$ cat src/rtl/crc_job_seq.sv
// CRC job sequencer: programs the memory-mapped CRC engine, streams the job's
// data words onto the engine bus and returns the final CRC with a done pulse.
module crc_job_seq #(
  parameter logic [31:0] DATA_ADDR  = 32'h4003_2000,
  parameter logic [31:0] GPOLY_ADDR = 32'h4003_2004,
  parameter logic [31:0] CTRL_ADDR  = 32'h4003_2008,
  parameter int          LEN_W      = 16
) (
  input  logic             clk,
  input  logic             rst,
  input  logic             start,
  input  logic             abort,
  input  logic [1:0]       cfg_tot,
  input  logic [1:0]       cfg_totr,
  input  logic             cfg_fxor,
  input  logic             cfg_tcrc,
  input  logic [31:0]      cfg_poly,
  input  logic [31:0]      cfg_seed,
  input  logic [LEN_W-1:0] cfg_len,
  input  logic             s_valid,
  input  logic [31:0]      s_data,
  output logic             s_ready,
  output logic             sel,
  output logic             rw,
  output logic [31:0]      addr,
  output logic [31:0]      data_wr,
  input  logic [31:0]      data_rd,
  output logic             busy,
  output logic             done,
  output logic             err,
  output logic [31:0]      result
);

  typedef enum logic [3:0] {
    IDLE, W_CTRL_S, W_POLY, W_SEED, W_CTRL_D, DATA, W_LAST, READ, DONE
  } state_t;

  state_t           state_r, state_s;
  logic [1:0]       tot_r, totr_r;
  logic             fxor_r, tcrc_r;
  logic [31:0]      poly_r, seed_r;
  logic [LEN_W-1:0] cnt_r, cnt_s;
  logic             load_s, hs_s, sel_s, rw_s, err_s;
  logic [31:0]      addr_s, data_s;

  function automatic logic [31:0] ctrl_word(input logic [1:0] tot, input logic [1:0] totr,
                                            input logic fxor, input logic was, input logic tcrc);
    return {tot, totr, 1'b0, fxor, was, tcrc, 24'h00_0000};
  endfunction

  assign hs_s = s_valid & s_ready & (cnt_r != {LEN_W{1'b0}});

  // Next state plus the bus cycle that belongs to that next state.
  always_comb begin
    state_s = state_r;
    cnt_s   = cnt_r;
    load_s  = 1'b0;
    sel_s   = 1'b0;
    rw_s    = 1'b0;
    addr_s  = 32'h0000_0000;
    data_s  = 32'h0000_0000;
    err_s   = 1'b0;
    case (state_r)
      IDLE: begin
        if (start && !abort) begin
          load_s = 1'b1;
          if (cfg_len == {LEN_W{1'b0}}) begin
            state_s = DONE;
            err_s   = 1'b1;
          end else begin
            state_s = W_CTRL_S;
            cnt_s   = cfg_len;
            sel_s   = 1'b1;
            rw_s    = 1'b1;
            addr_s  = CTRL_ADDR;
            data_s  = ctrl_word(cfg_tot, cfg_totr, cfg_fxor, 1'b1, cfg_tcrc);
          end
        end else begin
          state_s = IDLE;
        end
      end
      W_CTRL_S: begin
        state_s = W_POLY;
        sel_s   = 1'b1;
        rw_s    = 1'b1;
        addr_s  = GPOLY_ADDR;
        data_s  = poly_r;
      end
      W_POLY: begin
        state_s = W_SEED;
        sel_s   = 1'b1;
        rw_s    = 1'b1;
        addr_s  = DATA_ADDR;
        data_s  = seed_r;
      end
      W_SEED: begin
        state_s = W_CTRL_D;
        sel_s   = 1'b1;
        rw_s    = 1'b1;
        addr_s  = CTRL_ADDR;
        data_s  = ctrl_word(tot_r, totr_r, fxor_r, 1'b0, tcrc_r);
      end
      W_CTRL_D: state_s = DATA;
      DATA: begin
        if (hs_s) begin
          cnt_s  = cnt_r - {{(LEN_W-1){1'b0}}, 1'b1};
          sel_s  = 1'b1;
          rw_s   = 1'b1;
          addr_s = DATA_ADDR;
          data_s = s_data;
          if (cnt_r == {{(LEN_W-1){1'b0}}, 1'b1}) begin
            state_s = W_LAST;
          end else begin
            state_s = DATA;
          end
        end else begin
          state_s = DATA;
        end
      end
      W_LAST: begin
        state_s = READ;
        sel_s   = 1'b1;
        addr_s  = DATA_ADDR;
      end
      READ:    state_s = DONE;
      DONE:    state_s = IDLE;
      default: state_s = IDLE;
    endcase
    // Abort wins over everything in flight, including a word handshaken this cycle.
    if (abort && state_r != IDLE && state_r != DONE) begin
      state_s = DONE;
      sel_s   = 1'b0;
      rw_s    = 1'b0;
      addr_s  = 32'h0000_0000;
      data_s  = 32'h0000_0000;
      err_s   = 1'b1;
    end else begin
      err_s = err_s;
    end
  end

  // State, latched job configuration and registered outputs.
  always_ff @(posedge clk) begin
    if (rst) begin
      state_r <= IDLE;
      cnt_r   <= {LEN_W{1'b0}};
      tot_r   <= 2'b00;
      totr_r  <= 2'b00;
      fxor_r  <= 1'b0;
      tcrc_r  <= 1'b0;
      poly_r  <= 32'h0000_0000;
      seed_r  <= 32'h0000_0000;
      sel     <= 1'b0;
      rw      <= 1'b0;
      addr    <= 32'h0000_0000;
      data_wr <= 32'h0000_0000;
      s_ready <= 1'b0;
      busy    <= 1'b0;
      done    <= 1'b0;
      err     <= 1'b0;
      result  <= 32'h0000_0000;
    end else begin
      state_r <= state_s;
      cnt_r   <= cnt_s;
      if (load_s) begin
        tot_r  <= cfg_tot;
        totr_r <= cfg_totr;
        fxor_r <= cfg_fxor;
        tcrc_r <= cfg_tcrc;
        poly_r <= cfg_poly;
        seed_r <= cfg_seed;
      end
      sel     <= sel_s;
      rw      <= rw_s;
      addr    <= addr_s;
      data_wr <= data_s;
      s_ready <= (state_s == DATA);
      busy    <= (state_s != IDLE) && (state_s != DONE);
      done    <= (state_s == DONE);
      err     <= err_s;
      if (state_r == READ && !abort) begin
        result <= data_rd;
      end
    end
  end

endmodule

$ cat config.mk
export PLATFORM = sky130hd
export DESIGN_NAME = crc_job_seq
export DESIGN_NICKNAME = d
export VERILOG_FILES = /design/src/rtl/crc_job_seq.sv
export SDC_FILE = /design/constraint.sdc
export NUM_CORES = 1
export LEC_CHECK = 0
export BUFFER_PORTS_ARGS = -buffer_cell sky130_fd_sc_hd__buf_2
export CAP_MARGIN = 20
export CORE_MARGIN = 8
export CORE_UTILIZATION = 45
export DETAILED_ROUTE_END_ITERATION = 6
export PLACE_DENSITY_LB_ADDON = 0.08
export SYNTH_ARGS = -nofsm -noshare
export SYNTH_HDL_FRONTEND = slang
export SYNTH_SLANG_ARGS = --single-unit
$ cat constraint.sdc
create_clock -name clk -period 6.76 [get_ports clk]
set_input_delay 0.676 -clock clk [delete_from_list [all_inputs] [get_ports clk]]
set_output_delay 0.676 -clock clk [all_outputs]
set_load 0.01 [all_outputs]
# [Yosys cells after proc, flatten, opt, wreduce, memory -nomap -nowiden]
# Index checks and enable logic that the tools add are counted.
[classes] add_sub_neg=1 eq_ne=15 n_mux=29 n_bitwise=2 n_reduce_logical=17
[op_table] cell="one-hot mux 32 bit (5 select lines)" n=1
[op_table] cell="one-hot mux 31 bit (5 select lines)" n=1
[op_table] cell="two-way mux 32 bit" n=3
[op_table] cell="two-way mux 31 bit" n=3
[op_table] cell="two-way mux 16 bit" n=3
[op_table] cell="one-hot mux 16 bit (2 select lines)" n=1
[op_table] cell="one-hot mux 4 bit (8 select lines)" n=1
[op_table] cell="== test 4 x 3 -> 1 bit (second input constant)" n=5
[op_table] cell="== test 16 x 1 -> 1 bit (second input constant)" n=1
[op_table] cell="logical NOT 16 bit" n=1
[op_table] cell="two-way mux 4 bit" n=4
[op_table] cell="nonzero test 16 bit" n=1
[op_table] cell="subtractor 16 x 1 -> 16 bit (second input constant)" n=1
[op_table] cell="two-way mux 1 bit" n=9
[op_table] cell="== test 4 x 2 -> 1 bit (second input constant)" n=2
[op_table] cell="!= test 4 bit (second input constant)" n=2
[op_table] cell="nonzero test 4 bit" n=2
[op_table] cell="!= test 2 bit (second input constant)" n=3
[op_table] cell="one-hot mux 1 bit (3 select lines)" n=2
[op_table] cell="logical AND 1 bit" n=5
[op_table] cell="== test 4 x 1 -> 1 bit (second input constant)" n=1
[op_table] cell="== test 4 bit (second input constant)" n=1
[op_table] cell="logical NOT 4 bit" n=1
[op_table] cell="AND reduction 4 bit" n=1
[op_table] cell="7 further kinds" n=9
[totals] register_bits=192 in_bits=155

# [Depth between registers and ports, before layout]
# Gate-level depths: netlist of run 1.
[depth] depth_word=7 depth_mapped=8 mapped_depth_nobuf=7

# [Worst setup path after synthesis of run 1]
# No wires, ideal clock.
[synth_timing] path_kind="register to register" from="register cnt_r[0]" to="register cnt_r[14]" arrival_time_ns=2.239 t_required_ns=6.693 path_slack_ns=4.454 stages_incl_launch_ff=9 cell_sequence="dfxtp_1 inv_1 ha_1 or3b_2 or2_1 clkbuf_2 or4_1 a32o_1 a21oi_2"
[synth_via] elab_chain_cells=4
[synth_rtl] item="start: declaration" line_no="42" source="logic [LEN_W-1:0] cnt_r, cnt_s;"
[synth_rtl] item="start signal: assignment" line_no="146" source="cnt_r <= {LEN_W{1'b0}};"
[synth_rtl] item="start signal: assignment" line_no="164" source="cnt_r <= cnt_s;"
[synth_rtl] item="branches (longest 4 deep; another with subtractor 16 x 1 -> 16 bit)"
# Parallel ways; which one is timed is not known. The select of a mux whose other input is x is not followed.
# A chain may end at the register's enable or synchronous reset.

# [Worst setup path in the final report of run 1]
[layout_timing] from="register state_r[3]" to="register cnt_r[13]"
[layout_via] elab_chain_cells=3
[layout_rtl] item="start: declaration" line_no="38" source="state_t state_r, state_s;"
[layout_rtl] item="start signal: assignment" line_no="163" source="state_r <= state_s;"
[layout_rtl] item="== test 4 x 3 -> 1 bit / logical NOT 4 bit (equally long branches)" line_no="63" source="case (state_r)"
[layout_rtl] item="!= test 2 bit (no line) / nonzero test 2 bit (equally long branches)"
[layout_rtl] item="AND reduction 4 bit (no line)"
# Parallel ways exist; a longest one is shown, timed or not.

==> reports/results.ini, run 1 <==
[final_layout]
multi_input_area_sq_mm = 0.00305
layout.nets = 1167
synthToLayoutAreaGrowth_pct = 26.6
n_antenna_cell = 0
regArea_sq_mm = 0.00326
drive_gt1_frac = 0.282
fill_cells = 1453
finalNonFillerCells = 1207
mostFrequentLayoutCell = buf_2
layout_common_cells = buf_2 (229), nand2_1 (221), dfxtp_1 (163), a21oi_1 (132), nor2_1 (44)
utilization = 0.582

[placed_design]
dp_hpwl_um = 13600
port_buffers = 230
placedCellCount = 1173
place_ws_ns = 3.62
place_congestion = 0.798

[power]
powerDensity_mw_per_mm2 = 278
irDropWorstVdd_mv = 0.190
power.total_w = 0.00235
leakagePower_nw = 3.56

[setup_path]
reg2regPathDepth = 6
cp_slowest_stage_delay_ns = 0.68
r2r_start = state_r[3]
cp-end-kind = flop
worstSetupPathType = reg -> reg
required_ns = 7.11
critPathSlowestCell = nor2_1
arrival_ns = 3.32
cp_cell_sequence = nor2_1 > and4b_2 > buf_4 > nand2_1 > a211o_1 > a21oi_1
rrSetupSlack_ns = 3.79
start_kind = flop
path_max_fanout = 61
r2r_end = cnt_r[13]

[clock_network]
clock-root-buffer = clkbuf_16
ctsResizeCount = 0
cts_buffers = 17
cts_tree = done
cts.reportedPaths.clkPinSlew_ns = 0.06
post_cts_buffers = 0
numClockSinks = 163
hold_buffers = 0
clock_path_buffers = 2
cts_htree_levels = 4
clk_latency_ns = 0.42

[sta]
fin_crit_sh = 0.440
timing.slew.headroom = 0.331
setup_viol = 0
fmax_ghz = 0.336
hold_violations = 0
worst-slew-pin-transition_ns = 1.00
drv_slew = 0
rsz0062_at_grt = no
finalClockSkew_ns = 0.00773
setup_ws_ns = 3.79
period_needed_ns = 2.97
tns_ns = 0

[routing]
ant_nets = 0
drcViolationCount = 0
via_count = 6388
first_iter_violations = 484
firstDrtPassIters = 7
avgViaCountPerCell = 5.29
drt_wl_total_um = 20400
drt-wirelength-per-cell_um = 16.9

[yosys]
ys_top_cells_by_area = dfxtp_1 (49%), nand2_1 (12%), a21oi_1 (9.9%)
yosysTopAreaCellShare = 0.489
syn_area_per_cell_sq_um = 8.11
netlist_area_sq_mm = 0.00668
ys_types = 54
synth-seq-cells = 163
yosys.area.top_type = dfxtp_1
synth_edf_count = 0
synthArstFlopShare = 0
synthFlopType = dfxtp_1
synth_cells = 823
yosysWarningCount = 0
yosysSeqAreaShare = 0.489

[floorplanning]
start_util = 0.459
core-area_sq_mm = 0.0145
die_w_um = 138
rows = 44
io-pin-count = 257
die-area_sq_mm = 0.0190
die_y_um = 138

[global_route]
grt-ovfl-total = 0
grt_pass1_wl_um = 31600
use_met1 = 0.265
antenna_found_initial = 2
grt_pass1_vias = 6151
top_usage_layer = met2
grtUsageTotal = 0.209
grtUsageMet2 = 0.329
grt_max_degree = 84
met3_usage = 0.0704

[hold_path]
min_from = result[4]
hold_class = reg -> reg
hold_depth = 2
hold_end = result[4]

[status]
status = complete, no violations

[run]
cap_violations = 0

through the flow:
step,hold WS (ns),area (sq um)
2_1_floorplan,0.433,6770
3_3_place_gp,0.438,7760
3_5_place_dp,0.443,7760
4_1_cts,0.452,8400
5_1_grt,0.468,8450
6_report,0.450,8450
registers in the layout, indices dropped and copies added (netlist names), 2 cells and up:
signal,cells
totr_r,2
poly_r,32
result,32
data_wr,32
tot_r,2
addr,3
seed_r,32
state_r,4
cnt_r,16
final cells by class:
type | count | share of cell area
tap | 184 | 0.0272
multi-input combinational | 585 | 0.361
timing repair buffer | 238 | 0.148
inverter | 5 | 0.00222
clock inverter | 14 | 0.0237
sequential | 163 | 0.386
clock buffer | 18 | 0.0519
synthesized netlist by cell type, types with 11 or more instances:
library cell,count
nand2b_1,12
a222oi_1,25
nor2_1,45
clkbuf_1,60
buf_4,29
nand2_1,221
dfxtp_1,163
nor3_1,15
o32ai_1,11
nand3_1,12
a21oi_1,132
logic make-up (layout without fill, tap and decap cells):
family,after synthesis,after routing,synth area share
AND/OR/NAND/NOR,339,339,0.218
adder cells (fa/ha/maj),2,2,0.00375
XOR/XNOR,3,3,0.00394
buffers and inverters,100,275,0.0737
other,1,26,0.000562
flip-flops,163,163,0.489
AO/OA/AOI/OAI,207,207,0.198
multiplexers,8,8,0.0133
critical path: cells and delay by family, from the launching register on:
kind / cells / cell delay (ns)
AOI/OAI and AO/OA: 2 / 0.42
DFF: 1 / 0.41
and+or+nand+nor: 3 / 1.44
buffers and inverters: 1 / 0.62
routing by layer:
metal / vias to the layer above / part of all wire
li1: 3181 / -
met1: 2918 / 0.43
met2: 259 / 0.46
met3: 26 / 0.094
met4: 4 / 0.015
met5: - / 0.00079
report_power, final:
group | leakage, nW | internal, W | switching (W)
combinational | 1.93 | 0.000109 | 0.000172
sequential | 1.32 | 0.00100 | 0.0000319
clock | 0.304 | 0.000634 | 0.000402
worst max-delay path by stage:
stage | from | cells after the start | to
6_report | state_r[3] | 6 | cnt_r[13]
2_1_floorplan | cnt_r[0] | 8 | cnt_r[14]
5_1_grt | state_r[3] | 6 | cnt_r[13]
4_1_cts | state_r[0] | 6 | cnt_r[3]
3_5_place_dp | state_r[0] | 6 | cnt_r[10]
3_3_place_gp | state_r[0] | 6 | cnt_r[2]
Power figures use the tool's default switching activity.
==> run 2, diff against run 1 <==
--- a/config.mk
+++ b/config.mk
@@ -5,6 +5,7 @@
 export SDC_FILE = /design/constraint.sdc
 export NUM_CORES = 1
 export LEC_CHECK = 0
+export ABC_AREA = 1
 export BUFFER_PORTS_ARGS = -buffer_cell sky130_fd_sc_hd__buf_2
 export CAP_MARGIN = 20
 export CORE_MARGIN = 8
==> constraint.sdc (replaced) <==
create_clock -name clk -period 2.8 [get_ports clk]
set_input_delay 0.28 -clock clk [delete_from_list [all_inputs] [get_ports clk]]
set_output_delay 0.28 -clock clk [all_outputs]
set_load 0.01 [all_outputs]
==> run 2 against run 1 <==
Net effect:
- synthesized cell count increased by 13%
- global-route usage about the same
- total power increased by 140%
- clock skew about the same
- die area increased by 1.9%
- fmax increased by 35%
- first-iteration DRC count decreased by 12%
- register-to-register slack got worse by 3.2 ns
==> reports/results.ini, run 2 <==
[status]
status = complete, no violations  ; unchanged

[global_route]
grt-ovfl-total = 0  ; unchanged
grt_pass1_wl_um = 32900  ; was 31600 um
grtUsageTotal = 0.209  ; about the same
grt_max_degree = 77  ; was 84
grt_pass1_vias = 6460  ; was 6151
antenna_found_initial = 4  ; was 2

[setup_path]
start_kind = flop  ; unchanged
critPathBufInv = 2  ; was 1
arrival_ns = 2.55  ; was 3.32 ns
critPathSlowestCell = inv_2  ; was nor2_1
cp_cell_sequence = inv_2 > nor3_4 > nand3_2 > inv_2 > nand2_1 > a31oi_1  ; was nor2_1 > and4b_2 > buf_4 > nand2_1 > a211o_1 > a21oi_1
path_delay_family = simple AND/OR/NAND/NOR gates  ; unchanged
cp_slowest_stage_delay_ns = 0.58  ; was 0.68 ns
path_max_fanout = 32  ; was 61
worstSetupPathType = reg -> reg  ; unchanged
cp-end-kind = flop  ; unchanged
reg2regPathDepth = 6  ; unchanged
path_common_cell = inv_2
required_ns = 3.15  ; was 7.11 ns
path_depth = 6  ; unchanged

[yosys]
synth.most_common_cell = nand2_1  ; unchanged
yosysTopAreaCellShare = 0.479  ; was 0.489
yosysWarningCount = 0  ; unchanged
synth_cells = 932  ; was 823
synth_edf_count = 0  ; unchanged
netlist_top_cells_count = nand2_1 (203), nor2_1 (165), dfxtp_1 (163), o21ai_0 (88), a21oi_1 (66)  ; was nand2_1 (221), dfxtp_1 (163), a21oi_1 (132), clkbuf_1 (60), nor2_1 (45)
syn_area_per_cell_sq_um = 7.31  ; was 8.11 sq um
synthArstFlopShare = 0  ; unchanged
synthFlopType = dfxtp_1  ; unchanged
netlist_area_sq_mm = 0.00682  ; was 0.00668 sq mm
ys_types = 37  ; was 54
synth-seq-cells = 163  ; unchanged
yosysSeqAreaShare = 0.479  ; was 0.489
yosys.area.top_type = dfxtp_1  ; unchanged
ys_top_cells_by_area = dfxtp_1 (48%), nand2_1 (11%), nor2_1 (9.1%)  ; was dfxtp_1 (49%), nand2_1 (12%), a21oi_1 (9.9%)

[final_layout]
multi_input_area_sq_mm = 0.00302  ; was 0.00305 sq mm
finalNonFillerCells = 1338  ; was 1207
layout.nets = 1291  ; was 1167
layout_common_cells = buf_2 (230), nand2_1 (203), nor2_1 (164), dfxtp_1 (163), o21ai_0 (88)  ; was buf_2 (229), nand2_1 (221), dfxtp_1 (163), a21oi_1 (132), nor2_1 (44)
regArea_sq_mm = 0.00326  ; unchanged
fill_cells = 1550  ; was 1453
drive_gt1_frac = 0.255  ; was 0.282
synthToLayoutAreaGrowth_pct = 24.7  ; was 26.6%
mostFrequentLayoutCell = buf_2  ; unchanged

[floorplanning]
die-area_sq_mm = 0.0193  ; was 0.0190 sq mm
core-area_sq_mm = 0.0150  ; was 0.0145 sq mm
io-pin-count = 257  ; unchanged
die_w_um = 139  ; was 138 um
die_y_um = 139  ; was 138 um
start_util = 0.455  ; was 0.459
rows = 45  ; was 44

[clock_network]
ctsResizeCount = 0  ; unchanged
clock-root-buffer = clkbuf_16  ; unchanged
clk_latency_ns = 0.42  ; about the same
cts_buffers = 17  ; unchanged
post_cts_buffers = 0  ; unchanged
numClockSinks = 163  ; unchanged
clock_path_buffers = 2  ; unchanged
hold_buffers = 0  ; unchanged
cts_htree_levels = 4  ; unchanged
cts.reportedPaths.clkPinSlew_ns = 0.06  ; about the same
cts_tree = done  ; unchanged

[sta]
drv_slew = 0  ; unchanged
fmax_ghz = 0.455  ; was 0.336 GHz
period_needed_ns = 2.20  ; was 2.97 ns
timing.slew.headroom = 0.439  ; was 0.331
hold_violations = 0  ; unchanged
tns_ns = 0  ; unchanged
rsz0062_at_grt = no  ; unchanged
worst-slew-pin-transition_ns = 0.840  ; was 1.00 ns
fin_crit_sh = 0.786  ; was 0.440
setup_viol = 0  ; unchanged
finalClockSkew_ns = 0.00758  ; was 0.00773 ns

[routing]
avgViaCountPerCell = 4.97  ; was 5.29
drcViolationCount = 0  ; unchanged
firstDrtPassIters = 5  ; was 7
ant_nets = 0  ; unchanged
drt_wl_total_um = 20400  ; about the same
via_count = 6646  ; was 6388
first_iter_violations = 424  ; was 484
drt-wirelength-per-cell_um = 15.2  ; was 16.9 um

[power]
powerDensity_mw_per_mm2 = 659  ; was 278 mW/mm^2
irDropWorstVdd_mv = 0.404  ; was 0.190 mV
leakagePower_nw = 3.90  ; was 3.56 nW

[hold_path]
hold_depth = 3  ; was 2
hold_class = in -> reg  ; was reg -> reg

[placed_design]
place_congestion = 0.810  ; was 0.798
placedCellCount = 1303  ; was 1173
dp_hpwl_um = 14000  ; was 13600 um
port_buffers = 230  ; unchanged

[run]
cap_violations = 0  ; unchanged

run 2: cell count changes after synthesis, sizes merged, moves of 10 or more:
cell,delta
o21ai,+87
a31oi,+36
nor2,+124
a21oi,-68
nand2b,-12
a222oi,-25
buf,+19
nand3,+36
clkbuf,-31
inv,+38
o32ai,-11
nand2,-15
nor3,-10
run 2: path summary, 6_finish.rpt:
| kind | from | end | slack, ns |
|---|---|---|---|
| setup / recovery | state_r[0] | data_wr[27] | 0.60 |
| hold / removal | cfg_seed[2] | seed_r[2] | 0.08 |
| setup reg to reg | state_r[0] | data_wr[27] | 0.60 |
| hold reg to reg | seed_r[28] | seed_r[28] | 0.46 |
run 2: routing by layer:
metal / vias up / global-route usage / share of wire
li1: 3394 / - / -
met1: 2991 / 0.270 / 0.46
met2: 244 / 0.322 / 0.46
met3: 15 / 0.0695 / 0.078
met4: 2 / 0.0653 / 0.0081
met5: - / 0 / 0.00049
run 2: stage by stage:
| stage | util | hold slack [ns] | power [W] | instance area [sq um] | worst slack, ns |
|---|---|---|---|---|---|
| after global routing | 0.567 | 0.0718 | 0.00587 | 8500 | 0.404 |
| after CTS | 0.567 | 0.0589 | 0.00565 | 8490 | 0.585 |
| after global placement | 0.529 | 0.446 | 0.00342 | 7920 | 0.616 |
| final | 0.567 | 0.0788 | 0.00560 | 8500 | 0.601 |
| after detailed placement | 0.529 | 0.447 | 0.00342 | 7920 | 0.597 |
| after floorplan | - | 0.360 | 0.00316 | 6910 | 1.14 |
run 2: area by class of cell:
type,count,area share
diodes,3,0.000884
clock buffers,18,0.0517
clock inverters,14,0.0152
inverters,44,0.0194
multi-input cells,667,0.356
flip-flops and latches,163,0.384
well taps,188,0.0277
repair buffers,241,0.145
run 2: worst register-to-register path, stage by stage, from the launching register on:
cell	delay, ns
dfxtp_1	0.42
inv_2	0.11
nor3_4	0.45
nand3_2	0.25
inv_2	0.58
nand2_1	0.17
a31oi_1	0.16
run 2: where the power goes:
group          internal, W  switching, W
clock              0.00125      0.000974
combinational     0.000285      0.000523
sequential         0.00248     0.0000856
total              0.00402       0.00158
run 2: logic make-up after synthesis:
kind of cell               count (synthesis)  share of synthesized area
AOI/OAI and AO/OA                        201                      0.159
other                                      1                   0.000550
adders and majority gates                  2                    0.00367
xor gates and xnor gates                   6                    0.00771
and+or+nand+nor                          432                      0.258
DFF                                      163                      0.479
buffers and inverters                    127                     0.0927
==> run 3, diff against run 2 <==
--- a/config.mk
+++ b/config.mk
@@ -5,7 +5,7 @@
 export SDC_FILE = /design/constraint.sdc
 export NUM_CORES = 1
 export LEC_CHECK = 0
-export ABC_AREA = 1
+export ABC_AREA = 0
 export BUFFER_PORTS_ARGS = -buffer_cell sky130_fd_sc_hd__buf_2
 export CAP_MARGIN = 20
 export CORE_MARGIN = 8
==> constraint.sdc (replaced) <==
create_clock -name clk -period 2.03 [get_ports clk]
set_input_delay 0.203 -clock clk [delete_from_list [all_inputs] [get_ports clk]]
set_output_delay 0.203 -clock clk [all_outputs]
set_load 0.01 [all_outputs]
==> run 3 against run 2 <==
Net effect:
- critical path type unchanged
- clock skew decreased by 0.0010 ns
- non-clock buffer count increased by 62
- critical path depth increased by 1
- register-to-register slack got worse by 0.62 ns
- hold slack got worse by 0.061 ns
- sequential power increased by 34%
- clock power increased by 43%
- first-iteration DRC count increased by 12%
- the run now ends with design-rule violations, negative setup slack left
==> reports/results.ini, run 3 (synthesis gave the netlist of run 1 again) <==
[routing]
drcViolationCount = 1  ; was 0
drt_wl_total_um = 20600  ; was 20400 um
firstDrtPassIters = 7  ; was 5
ant_nets = 0  ; unchanged
first_iter_violations = 473  ; was 424
drt-wirelength-per-cell_um = 16.2  ; was 15.2 um
avgViaCountPerCell = 5.17  ; was 4.97
via_count = 6580  ; was 6646

[setup_path]
required_ns = 2.33  ; was 3.15 ns
cp-end-kind = flop  ; unchanged
cp_cell_sequence = or4_4 > nor4_4 > buf_4 > a21oi_4 > buf_12 > a222oi_1 > nor2_1  ; was inv_2 > nor3_4 > nand3_2 > inv_2 > nand2_1 > a31oi_1
arrival_ns = 2.35  ; was 2.55 ns
start_kind = flop  ; unchanged
path_max_fanout = 12  ; was 32
critPathSlowestCell = or4_4  ; was inv_2
worstSetupPathType = reg -> reg  ; unchanged
rrSetupSlack_ns = -0.02  ; was 0.60 ns
cp_slowest_stage_delay_ns = 0.55  ; was 0.58 ns

[sta]
fin_crit_sh = 1.01  ; was 0.786
hold_violations = 0  ; unchanged
rsz0062_at_grt = yes  ; was no
period_needed_ns = 2.05  ; was 2.20 ns
fmax_ghz = 0.489  ; was 0.455 GHz
finalClockSkew_ns = 0.00656  ; was 0.00758 ns
hold_ws_ns = 0.0177  ; was 0.0788 ns
setup_viol = 1  ; was 0
drv_slew = 0  ; unchanged
worst-slew-pin-transition_ns = 0.673  ; was 0.840 ns
timing.slew.headroom = 0.552  ; was 0.439
setup_ws_ns = -0.0166  ; was 0.601 ns

[placed_design]
dp_hpwl_um = 14500  ; was 14000 um
port_buffers = 230  ; unchanged
place_congestion = 0.851  ; was 0.810
place_ws_ns = -0.104  ; was 0.597 ns

[global_route]
antenna_found_initial = 1  ; was 4
grtUsageTotal = 0.210  ; was 0.209
grt_max_degree = 71  ; was 77
grt_pass1_vias = 6340  ; was 6460
grt-ovfl-total = 0  ; unchanged
grt_pass1_wl_um = 31700  ; was 32900 um

[status]
violations = design-rule violations, negative setup slack
status = finished, violations left  ; was complete, no violations

[power]
powerDensity_mw_per_mm2 = 855  ; was 659 mW/mm^2
power.total_w = 0.00778  ; was 0.00560 W
leakagePower_nw = 3.90  ; about the same
irDropWorstVdd_mv = 0.660  ; was 0.404 mV

[floorplanning]
die-area_sq_mm = 0.0190  ; was 0.0193 sq mm
die_w_um = 138  ; was 139 um
start_util = 0.459  ; was 0.455
io-pin-count = 257  ; unchanged
die_y_um = 138  ; was 139 um
core-area_sq_mm = 0.0145  ; was 0.0150 sq mm
rows = 44  ; was 45

[clock_network]
cts_buffers = 17  ; unchanged
cts_htree_levels = 4  ; unchanged
cts_tree = done  ; unchanged
cts.reportedPaths.clkPinSlew_ns = 0.06  ; about the same
clk_latency_ns = 0.42  ; about the same
clock_path_buffers = 2  ; unchanged
numClockSinks = 163  ; unchanged
clock-root-buffer = clkbuf_16  ; unchanged

[final_layout]
layout.nets = 1232  ; was 1291
utilization = 0.626  ; was 0.567
mostFrequentLayoutCell = buf_2  ; unchanged
drive_gt1_frac = 0.326  ; was 0.255
fill_cells = 1339  ; was 1550
synthToLayoutAreaGrowth_pct = 36.4  ; was 24.7%
layout_common_cells = buf_2 (229), nand2_1 (221), dfxtp_1 (160), a21oi_1 (131), buf_4 (51)  ; was buf_2 (230), nand2_1 (203), nor2_1 (164), dfxtp_1 (163), o21ai_0 (88)

[hold_path]
hold_class = in -> reg  ; unchanged

[run]
cap_violations = 0  ; unchanged

## run 3: metal layers
layer | up-vias | routed length, um | GRT usage
li1 | 3313 | - | -
met1 | 3013 | 8860 | 0.266
met2 | 222 | 9760 | 0.333
met3 | 30 | 1670 | 0.0646
met4 | 2 | 306 | 0.0704
met5 | - | 8 | 0
## run 3: final cells by class
class / count / area, sq um / area share
Clock inverter: 9 / 93.8 / 0.0103
Tap cell: 184 / 230 / 0.0253
Inverter: 5 / 18.8 / 0.00206
Sequential cell: 163 / 3270 / 0.359
Antenna cell: 1 / 2.50 / 0.000275
Multi-Input combinational cell: 585 / 3120 / 0.343
Timing Repair Buffer: 303 / 1860 / 0.205
Clock buffer: 23 / 508 / 0.0558
## run 3: final timing paths
check             start           to  cells past startpoint
max           cnt_r[14]  data_wr[14]                      7
min          data_rd[4]    result[4]                      3
max reg2reg   cnt_r[14]  data_wr[14]                      7
min reg2reg   result[1]    result[1]                      2
## run 3: repair_timing
| item | in CTS | in global routing |
|---|---|---|
| hold endpoints to repair | 13 | 0 |
| cloned | 0 | 1 |
| setup endpoints to repair | 18 | 64 |
| pin swaps | 0 | 22 |
| resized for setup | 2 | 10 |
| setup buffers | 0 | 1 |
| hold buffers | 13 | 0 |
## run 3: per-stage QoR
stage	cells	instance area (sq um)	setup TNS, ns
6_report	1273	9100	-0.0166
5_1_grt	1272	9100	-1.95
4_1_cts	1270	9030	-0.0707
3_5_place_dp	1225	8290	-0.936
3_3_place_gp	1225	8290	-0.487
2_1_floorplan	848	6800	-0.0568
## run 3: critical path: cells and delay by family, from the launching register on
| family | cells | cell delay [ns] |
|---|---|---|
| and+or+nand+nor | 3 | 0.89 |
| DFF | 1 | 0.31 |
| AOI/OAI and AO/OA | 2 | 0.40 |
| buffers and inverters | 2 | 0.32 |
## run 3: power by group
group / total [W] / leakage, nW / internal (W) / switching (W)
logic: 0.00117 / 2.29 / 0.000528 / 0.000642
clock network: 0.00318 / 0.292 / 0.00190 / 0.00129
registers: 0.00343 / 1.32 / 0.00334 / 0.0000812
